==> src/rtl/note_writer.sv <==
// Sequential page writer for the 512x16 note BRAM: accepts BURST note words over a
// valid/ready stream and writes them to consecutive (wrapping) addresses, then pulses done.
module note_writer #(
  parameter int ADDR_W = 9,
  parameter int DATA_W = 16,
  parameter int BURST  = 32,
  localparam int CNT_W = $clog2(BURST) + 1
) (
  input  logic              clk,
  input  logic              reset_n,
  input  logic              start,
  input  logic [ADDR_W-1:0] start_addr,
  input  logic              abort,
  input  logic              note_valid,
  input  logic [DATA_W-1:0] note_data,
  output logic              note_ready,
  output logic              bram_we,
  output logic [ADDR_W-1:0] bram_addr,
  output logic [DATA_W-1:0] bram_wdata,
  output logic [CNT_W-1:0]  count,
  output logic              busy,
  output logic              done,
  output logic [1:0]        dbg_state
);

  // Debug encoding on dbg_state: IDLE=0, WRITE=1, DONE=2.
  typedef enum logic [1:0] {
    IDLE  = 2'd0,
    WRITE = 2'd1,
    DONE  = 2'd2
  } state_t;

  state_t            state;
  logic [ADDR_W-1:0] ptr;
  logic              accept;
  logic              last_word;

  // Handshake: a word transfers on a rising edge where note_valid && note_ready;
  // ready is only offered in WRITE and is withdrawn combinationally by abort.
  assign note_ready = (state == WRITE) && !abort;
  assign accept     = note_valid && note_ready;
  assign last_word  = (count == CNT_W'(BURST - 1));

  assign busy      = (state == WRITE);
  assign done      = (state == DONE);
  assign dbg_state = state;

  always_ff @(posedge clk or negedge reset_n) begin
    if (!reset_n) begin
      state      <= IDLE;
      ptr        <= '0;
      count      <= '0;
      bram_we    <= 1'b0;
      bram_addr  <= '0;
      bram_wdata <= '0;
    end else begin
      bram_we <= 1'b0;
      case (state)
        IDLE: begin
          if (start) begin
            ptr   <= start_addr;
            count <= '0;
            state <= WRITE;
          end
        end
        WRITE: begin
          if (abort) begin
            state <= IDLE;
          end else if (accept) begin
            bram_we    <= 1'b1;
            bram_addr  <= ptr;
            bram_wdata <= note_data;
            // Pointer wraps naturally at the top of the address space.
            ptr        <= ptr + ADDR_W'(1);
            count      <= count + CNT_W'(1);
            if (last_word) state <= DONE;
          end
        end
        DONE:    state <= IDLE;
        default: state <= IDLE;
      endcase
    end
  end

endmodule

==> config.mk <==
export PLATFORM = sky130hd
export DESIGN_NAME = note_writer
export DESIGN_NICKNAME = d
export VERILOG_FILES = /design/src/rtl/note_writer.sv
export SDC_FILE = /design/constraint.sdc
export NUM_CORES = 1
export LEC_CHECK = 0
export CAP_MARGIN = 20
export CORE_ASPECT_RATIO = 0.8
export CORE_MARGIN = 1.5
export CORE_UTILIZATION = 41
export CTS_CLUSTER_DIAMETER = 30
export DETAILED_ROUTE_END_ITERATION = 7
export PLACE_DENSITY = 0.86
export SYNTH_ARGS = -nofsm -noshare
export SYNTH_HDL_FRONTEND = slang
export SYNTH_SLANG_ARGS = --single-unit
==> constraint.sdc <==
create_clock -name clk -period 1.5 [get_ports clk]
set_input_delay 0.225 -clock clk [delete_from_list [all_inputs] [get_ports clk]]
set_output_delay 0.225 -clock clk [all_outputs]
set_load 0.02 [all_outputs]
* Yosys cells after proc, flatten, opt, wreduce, memory -nomap -nowiden *
Index checks and enable logic that the tools add are counted.

cells by class
  equal/unequal tests = 8
  reduce and logical (&&, ||, !) cells = 8
  mux-type cells = 16
  bitwise gates (word level) = 1
  add/sub/neg operators = 2

operators with widths
  kind                 number
  $mux 9               3
  $mux 6               3
  $pmux 9 s2           1
  $pmux 6 s2           1
  $add 9x1->9 const B  1
  $mux 2               4
  $add 6x1->6 const B  1
  $eq 6x5->1 const B   1
  $ne 3x2->1 const B   2
  $reduce_and 3->1     2
  $ne 2x2->1 const B   2
  $pmux 2 s2           1
  $reduce_and 4->1     1
  $mux 1               3
  $eq 2x1->1 const B   1
  $eq 2x2->1 const B   1
  $logic_and 1x1->1    2
  $logic_not 2->1      1
  $ne 2x1->1 const B   1
  $reduce_bool 2->1    1
  $logic_not 1->1      1
  $not 1->1            1

word-level totals
  input bits = 30
  output and inout port bits = 37
  register bits = 43
  logic and storage cells = 41

* Depth between registers and ports, before layout *
Gate-level depths: netlist of the first run.

  depth in word-level cells = 6
  depth in mapped cells = 8
  depth with buffers taken out = 5

* Worst setup path before layout of the first run *
Ideal clock, no wire load.

  kind = reg-to-reg
  start = register state[1], in the netlist dbg_state[1]
  end = register ptr[6]
  arrival time = 1380 ps
  library setup time = 131 ps
  setup slack = -11 ps
  data required time = 1369 ps
  path buffers = 3
  cell stages (with the launch flop) = 8
  clock period less this slack = 1511 ps
  path through = dfrtp_1 buf_6 nand4bb_4 buf_6 o21a_4 buf_6 o21ai_1 o211ai_1

between the ends
  cells in the longest elaborated chain, start to end = 5
  elaborated cells between the ends (all ways) = 10
  classes of those cells = eq/ne: 4; mux: 1; reduce/logical: 5

RTL lines
  item                        RTL line  text
  start, declared             33        state_t state;
  start signal, assigned      50        state <= IDLE;
  start signal, assigned      63        state <= WRITE;
  start signal, assigned      68        state <= IDLE;
  $eq 2x1->1                  40, 58
  $logic_and 1x1->1           40        assign note_ready = (state == WRITE) && !abort;
  $logic_and 1x1->1           41        assign accept = note_valid && note_ready;
  $ne 2x1->1 (no line)        --
  $reduce_and 4->1 (no line)  --
  end signal, assigned        61        ptr <= start_addr;
  end signal, assigned        74        ptr <= ptr + ADDR_W'(1);
  end, declared               34        logic [ADDR_W-1:0] ptr;

Parallel ways exist; a longest one is shown, timed or not.
A chain may end at the register's enable or synchronous reset.

* Worst setup path in the final report of the first run *
  start = register state[1], in the netlist dbg_state[1]
  end = register ptr[8]

Same word-level chain as after synthesis.

==> results.yml, run 1 <==
run_status:
  status: "completed"
sta:
  report.final.slew_viol_count: 0
  slew_headroom: 0.744
  rsz0062_at_grt: "true"
  hold-worst-slack_ns: 0.368
  finalCriticalPeriod_ns: 1.47
  skew_ns: 0.00634
  setup_slack_ns: 0.0263
  fin_crit_sh: 0.982
  tightest_slew_ns: 0.385
  max_freq_ghz: 0.679
  hold_violations: 0
  setup_violations: 0
routing:
  drc: 0
  num_vias: 1757
  via_per_inst: 4.96
  drtIter0Drc: 79
  avgRoutedWirePerCell_um: 13.2
  dr.pass1.iters: 4
  ant_nets: 0
  wirelength_mm: 4.67
logic_synthesis:
  syn_nets: 242
  synth_edf_count: 0
  yosys.area_share.adder: 0.0126
  synth_compound_area_frac: 0.129
  synth_mux_area_frac: 0
  seq_area_frac_synth: 0.542
  syn_inst: 210
  ys_async_sr_fraction: 1.00
  syn_area_mm2: 0.00199
  postSynthAreaPerCell_um2: 9.46
  synthTopCellsByArea: "dfrtp_1 (54%), nand2_1 (16%), buf_6 (2.3%)"
  yosysTopAreaCell: "dfrtp_1"
  yosysUniqueCellTypes: 38
  yosys.area_share.simple: 0.266
  synth_top_area_frac: 0.542
  synth_xor_area_frac: 0
  synth_ff_type: "dfrtp_1"
  synth.ff_latch_count: 43
  synth_top_family_by_area: "simple AND/OR/NAND/NOR gates"
  yosys_warnings: 0
global_route:
  antenna_found_initial: 0
  grt-ovfl-total: 0
  grt.total_usage: 0.194
  grt_max_degree: 29
  grt_pass1_wl_mm: 7.82
  grt_pass1_vias: 1707
pwr:
  power.switching_mw: 1.44
  power.share.clock: 0.226
  p_sw_frac: 0.345
  power_frac_seq: 0.410
  leakage_nw: 1.66
  power_mw: 4.16
  cellPowerDensity_mw_per_mm2: 1390
  p_int_mw: 2.73
  p_comb_frac: 0.364
  ir_drop_mv: 0.643
setup_path:
  crit_fanout: 11
  critical_path_class: "reg -> reg"
  ff2ff_path_depth: 5
  critPathSlowestCell: "dfrtp_2"
  worstPathCellList: "buf_6 > nand4bb_4 > o21a_4 > a21oi_1 > a2bb2oi_1"
  r2r-end: "ptr[8]$_DFFE_PN0P_"
  end_kind: "register"
  crit_family: "compound AO/OA/AOI/OAI gates"
  r2r-start: "dbg_state[1]$_DFFE_PN0P_"
  regToRegSetupSlack_ns: 0.03
  slowest_delay_ns: 0.41
  cp_num_buf_inv: 1
  worst_setup_path_start_kind: "register"
  worstPathArrival_ns: 1.70
  crit_required_ns: 1.72
clock_network:
  cts_tree: "built"
  clkTransAtPathRegs_ns: 0.08
  h-tree-depth: 2
  cts_root_buf: "clkbuf_8"
  clock_sinks: 43
  cts_buffer_depth: 2
  clock_latency_ns: 0.30
  numCtsBuffers: 5
job:
  maxCapViolations: 0
finish:
  final_cell_mix: "nand2_1 (82), dfrtp_1 (42), clkdlybuf4s50_1 (30)"
  final_common_cell: "nand2_1"
  syn2layout_area_growth_pct: 50.6
  final_core_util: 0.647
  drive_gt1_frac: 0.160
  instances_no_fill: 354
  fin_nets: 325
  n_antenna_cell: 0
floorplanning:
  die-width_um: 80.8
  initial_core_util: 0.429
  dieArea_mm2: 0.00527
  die_h_um: 65.2
  core_mm2: 0.00462
  io_pins: 67
  row_count: 22
place:
  pre_cts_ws_ns: -0.179
  place_congestion: 0.828
  dp.cells: 342
  hpwlAfterDp_mm: 3.23
  portBuffers: 66
min_path:
  hp-class: "in -> async"
[how the worst max path moves through the flow]
stage	startpoint	end	slack, ns	cells past startpoint
detailed placement	abort	ptr[6]$_DFFE_PN0P_	-0.18	6
global route	dbg_state[1]$_DFFE_PN0P_	ptr[6]$_DFFE_PN0P_	-0.04	6
CTS	dbg_state[1]$_DFFE_PN0P_	done	0.003	3
global placement	abort	ptr[6]$_DFFE_PN0P_	-0.15	6
finish	dbg_state[1]$_DFFE_PN0P_	ptr[8]$_DFFE_PN0P_	0.03	5
floorplan	dbg_state[1]$_DFFE_PN0P_	ptr[6]$_DFFE_PN0P_	0.01	7
[state kept, by name, indices dropped and copies added (netlist names)]
signal / count
count: 6
bram_addr: 9
bram_wdata: 16
ptr: 9
bram_we: 1
dbg_state: 2
[area by class of cell]
class	count	area (µm²)
inverter	4	20.0
timing repair buffer	87	882
sequential	43	1080
multi-input combinational	152	818
tap	60	75.1
fill	403	1630
clock buffer	6	82.6
clock inverter	2	35.0
[stage by stage]
step / TNS [ns] / area (µm²)
after global placement: -3.08 / 2780
after CTS: 0 / 2900
after floorplan: 0 / 1990
final: 0 / 2990
after detailed placement: -4.59 / 2780
after global routing: -0.122 / 2990
[cells in the mapped netlist (2+ instances only)]
library cell,number
buf_4,3
and3_1,4
ha_1,2
o21ai_0,5
o211ai_1,3
nand2_1,82
a21oi_1,8
nand2b_1,3
nor2_1,5
a311oi_2,2
nand4b_1,2
buf_6,4
nand3_1,5
o21ai_1,7
nand4_1,2
nor3_1,5
inv_1,3
buf_2,3
dfrtp_1,43
[routing by layer]
metal,track usage,part of all wire
met1,0.252,0.47
met2,0.313,0.45
met3,0.0556,0.069
met4,0.0647,0.013
met5,0,0
[kinds of logic after synthesis]
family / after synthesis
AOI/OAI and AO/OA: 35
adders and majority gates: 2
buffers and inverters: 15
DFF: 43
and+or+nand+nor: 115
[power groups by stage]
stage | Sequential (mW) | Clock, mW | Combinational (mW)
5_1_grt | 1.75 | 1.01 | 1.67
3_3_place_gp | 1.72 | 0 | 1.54
2_1_floorplan | 2.00 | 0 | 0.526
4_1_cts | 1.71 | 0.954 | 1.53
6_report | 1.71 | 0.942 | 1.52
3_5_place_dp | 1.73 | 0 | 1.57
[timing repair]
item,CTS,global route
hold endpoints to repair,15,0
resized for setup,25,27
setup endpoints to repair,21,40
buffers inserted,0,3
hold buffers,1,0
Power figures use the tool's default switching activity.
==> run 2: changes to the inputs <==
Settings changed: CELL_PAD_IN_SITES_DETAIL_PLACEMENT set to 1, CELL_PAD_IN_SITES_GLOBAL_PLACEMENT set to 1, CORE_UTILIZATION 41 to 30, PLACE_DENSITY 0.86 to 0.85.
==> results.yml, run 2 (synthesis results as in run 1) <==
run_status:
  status: "complete, but fails checks"
  violations: "setup timing"
sta:
  setup_tns_ns: -0.150
  report.final.slew_viol_count: 0
  setup_slack_ns: -0.0228
  hold_violations: 0
  skew_ns: 0.00709
  tightest_slew_ns: 0.371
  setup_violations: 17
  max_freq_ghz: 0.657
  rsz0062_at_grt: "true"
  slew_headroom: 0.753
  finalCriticalPeriod_ns: 1.52
  fin_crit_sh: 1.02
finish:
  instances_no_fill: 388
  fin_nets: 335
  final_core_util: 0.483
  n_antenna_cell: 0
  reg.largest.list: "bram_wdata x16, bram_addr x9, ptr x9"
  drive_gt1_frac: 0.220
  final_common_cell: "nand2_1"
  regMostFlops: "bram_wdata"
  post-route-cell-area_mm2: 0.00310
  syn2layout_area_growth_pct: 56.0
  largest_reg_flops: 16
  final_cell_mix: "nand2_1 (80), dfrtp_1 (42), clkdlybuf4s50_1 (29)"
floorplanning:
  row_count: 26
  dieArea_mm2: 0.00712
  core_mm2: 0.00641
  die_h_um: 75.8
  io_pins: 67
  die-width_um: 94.0
  initial_core_util: 0.310
place:
  portBuffers: 66
  hpwlAfterDp_mm: 4.01
  dpl_cell_area_mm2: 0.00280
  dp.cells: 367
  place_congestion: 0.813
setup_path:
  ff2ff_path_depth: 6
  end_kind: "register"
  slowest_delay_ns: 0.42
  worstPathCellList: "buf_8 > nand4bb_4 > buf_4 > clkbuf_16 > nand2_1 > nand2_1"
  critical_path_class: "reg -> reg"
  cp_num_buf_inv: 3
  critPathSlowestCell: "dfrtp_2"
  worst_setup_path_start_kind: "register"
  crit_required_ns: 1.69
  r2r-start: "dbg_state[1]$_DFFE_PN0P_"
  cp_common_cell: "nand2_1"
  crit_family: "buffers and inverters"
  worstPathArrival_ns: 1.71
  r2r-end: "bram_wdata[15]$_DFFE_PN0P_"
  crit_fanout: 15
  regToRegSetupSlack_ns: -0.02
clock_network:
  numCtsBuffers: 5
  h-tree-depth: 2
  clock_latency_ns: 0.30
  cts_root_buf: "clkbuf_8"
  clock_sinks: 43
  clkTransAtPathRegs_ns: 0.08
  cts_buffer_depth: 2
  cts_tree: "built"
routing:
  drtIter0Drc: 71
  via_per_inst: 4.85
  wirelength_mm: 6.08
  drc: 0
  ant_nets: 0
  avgRoutedWirePerCell_um: 15.7
  num_vias: 1880
  dr.pass1.iters: 5
job:
  maxCapViolations: 0
global_route:
  antenna_found_initial: 0
  grt_pass1_wl_mm: 8.87
  grt_pass1_vias: 1898
  grt_max_degree: 31
  grt-ovfl-total: 0
  grt.total_usage: 0.163
pwr:
  cellPowerDensity_mw_per_mm2: 1330
  leakage_nw: 1.65
  power_mw: 4.12
  ir_drop_mv: 0.545
min_path:
  hp-class: "in -> async"
[run 2: layout make-up]
cell class / count / area, µm²
well taps: 84 / 105
repair buffers: 96 / 932
flip-flops and latches: 43 / 1080
multi-input cells: 153 / 866
clock buffers: 8 / 100
fillers: 732 / 3310
inverters: 4 / 17.5
[run 2: worst max path at each step]
| stage | start | to | slack (ns) | cells after the start |
|---|---|---|---|---|
| 4_1_cts | bram_wdata[1]$_DFFE_PN0P_ | bram_wdata[1] | 0.002 | 1 |
| 5_1_grt | dbg_state[1]$_DFFE_PN0P_ | bram_addr[4]$_DFFE_PN0P_ | -0.09 | 6 |
| 2_1_floorplan | dbg_state[1]$_DFFE_PN0P_ | ptr[6]$_DFFE_PN0P_ | 0.01 | 7 |
| 3_3_place_gp | abort | ptr[6]$_DFFE_PN0P_ | -0.22 | 6 |
| 3_5_place_dp | abort | ptr[6]$_DFFE_PN0P_ | -0.26 | 6 |
| 6_report | dbg_state[1]$_DFFE_PN0P_ | bram_wdata[15]$_DFFE_PN0P_ | -0.02 | 6 |
[run 2: layer usage]
layer,vias to the layer above,track usage,share of wire
li1,885,-,-
met1,920,0.200,0.44
met2,64,0.279,0.49
met3,11,0.0499,0.057
met4,0,0.0547,0.015
met5,-,0,0
[run 2: stage by stage]
step                      hold WS (ns)  setup slack (ns)
after floorplan                -0.0706            0.0122
after global placement           0.157            -0.222
after detailed placement         0.168            -0.260
after CTS                        0.385           0.00205
after global routing             0.383           -0.0874
final                            0.365           -0.0228
[run 2: repair_timing]
action                                  4_1_cts  5_1_grt
hold buffers                                  1        0
pin swaps                                     0        5
gates cloned                                  0        2
endpoints found under the hold margin        14        0
endpoints found under the setup margin       23       45
gates resized for setup                      33       40
setup buffers                                 0       10
[run 2: power breakdown]
group	total (mW)	switching [mW]	leakage [nW]	internal, mW
Clock	0.826	0.405	0.0515	0.421
Combinational	1.58	0.867	1.06	0.711
Sequential	1.72	0.250	0.535	1.47
Total	4.12	1.52	1.65	2.60
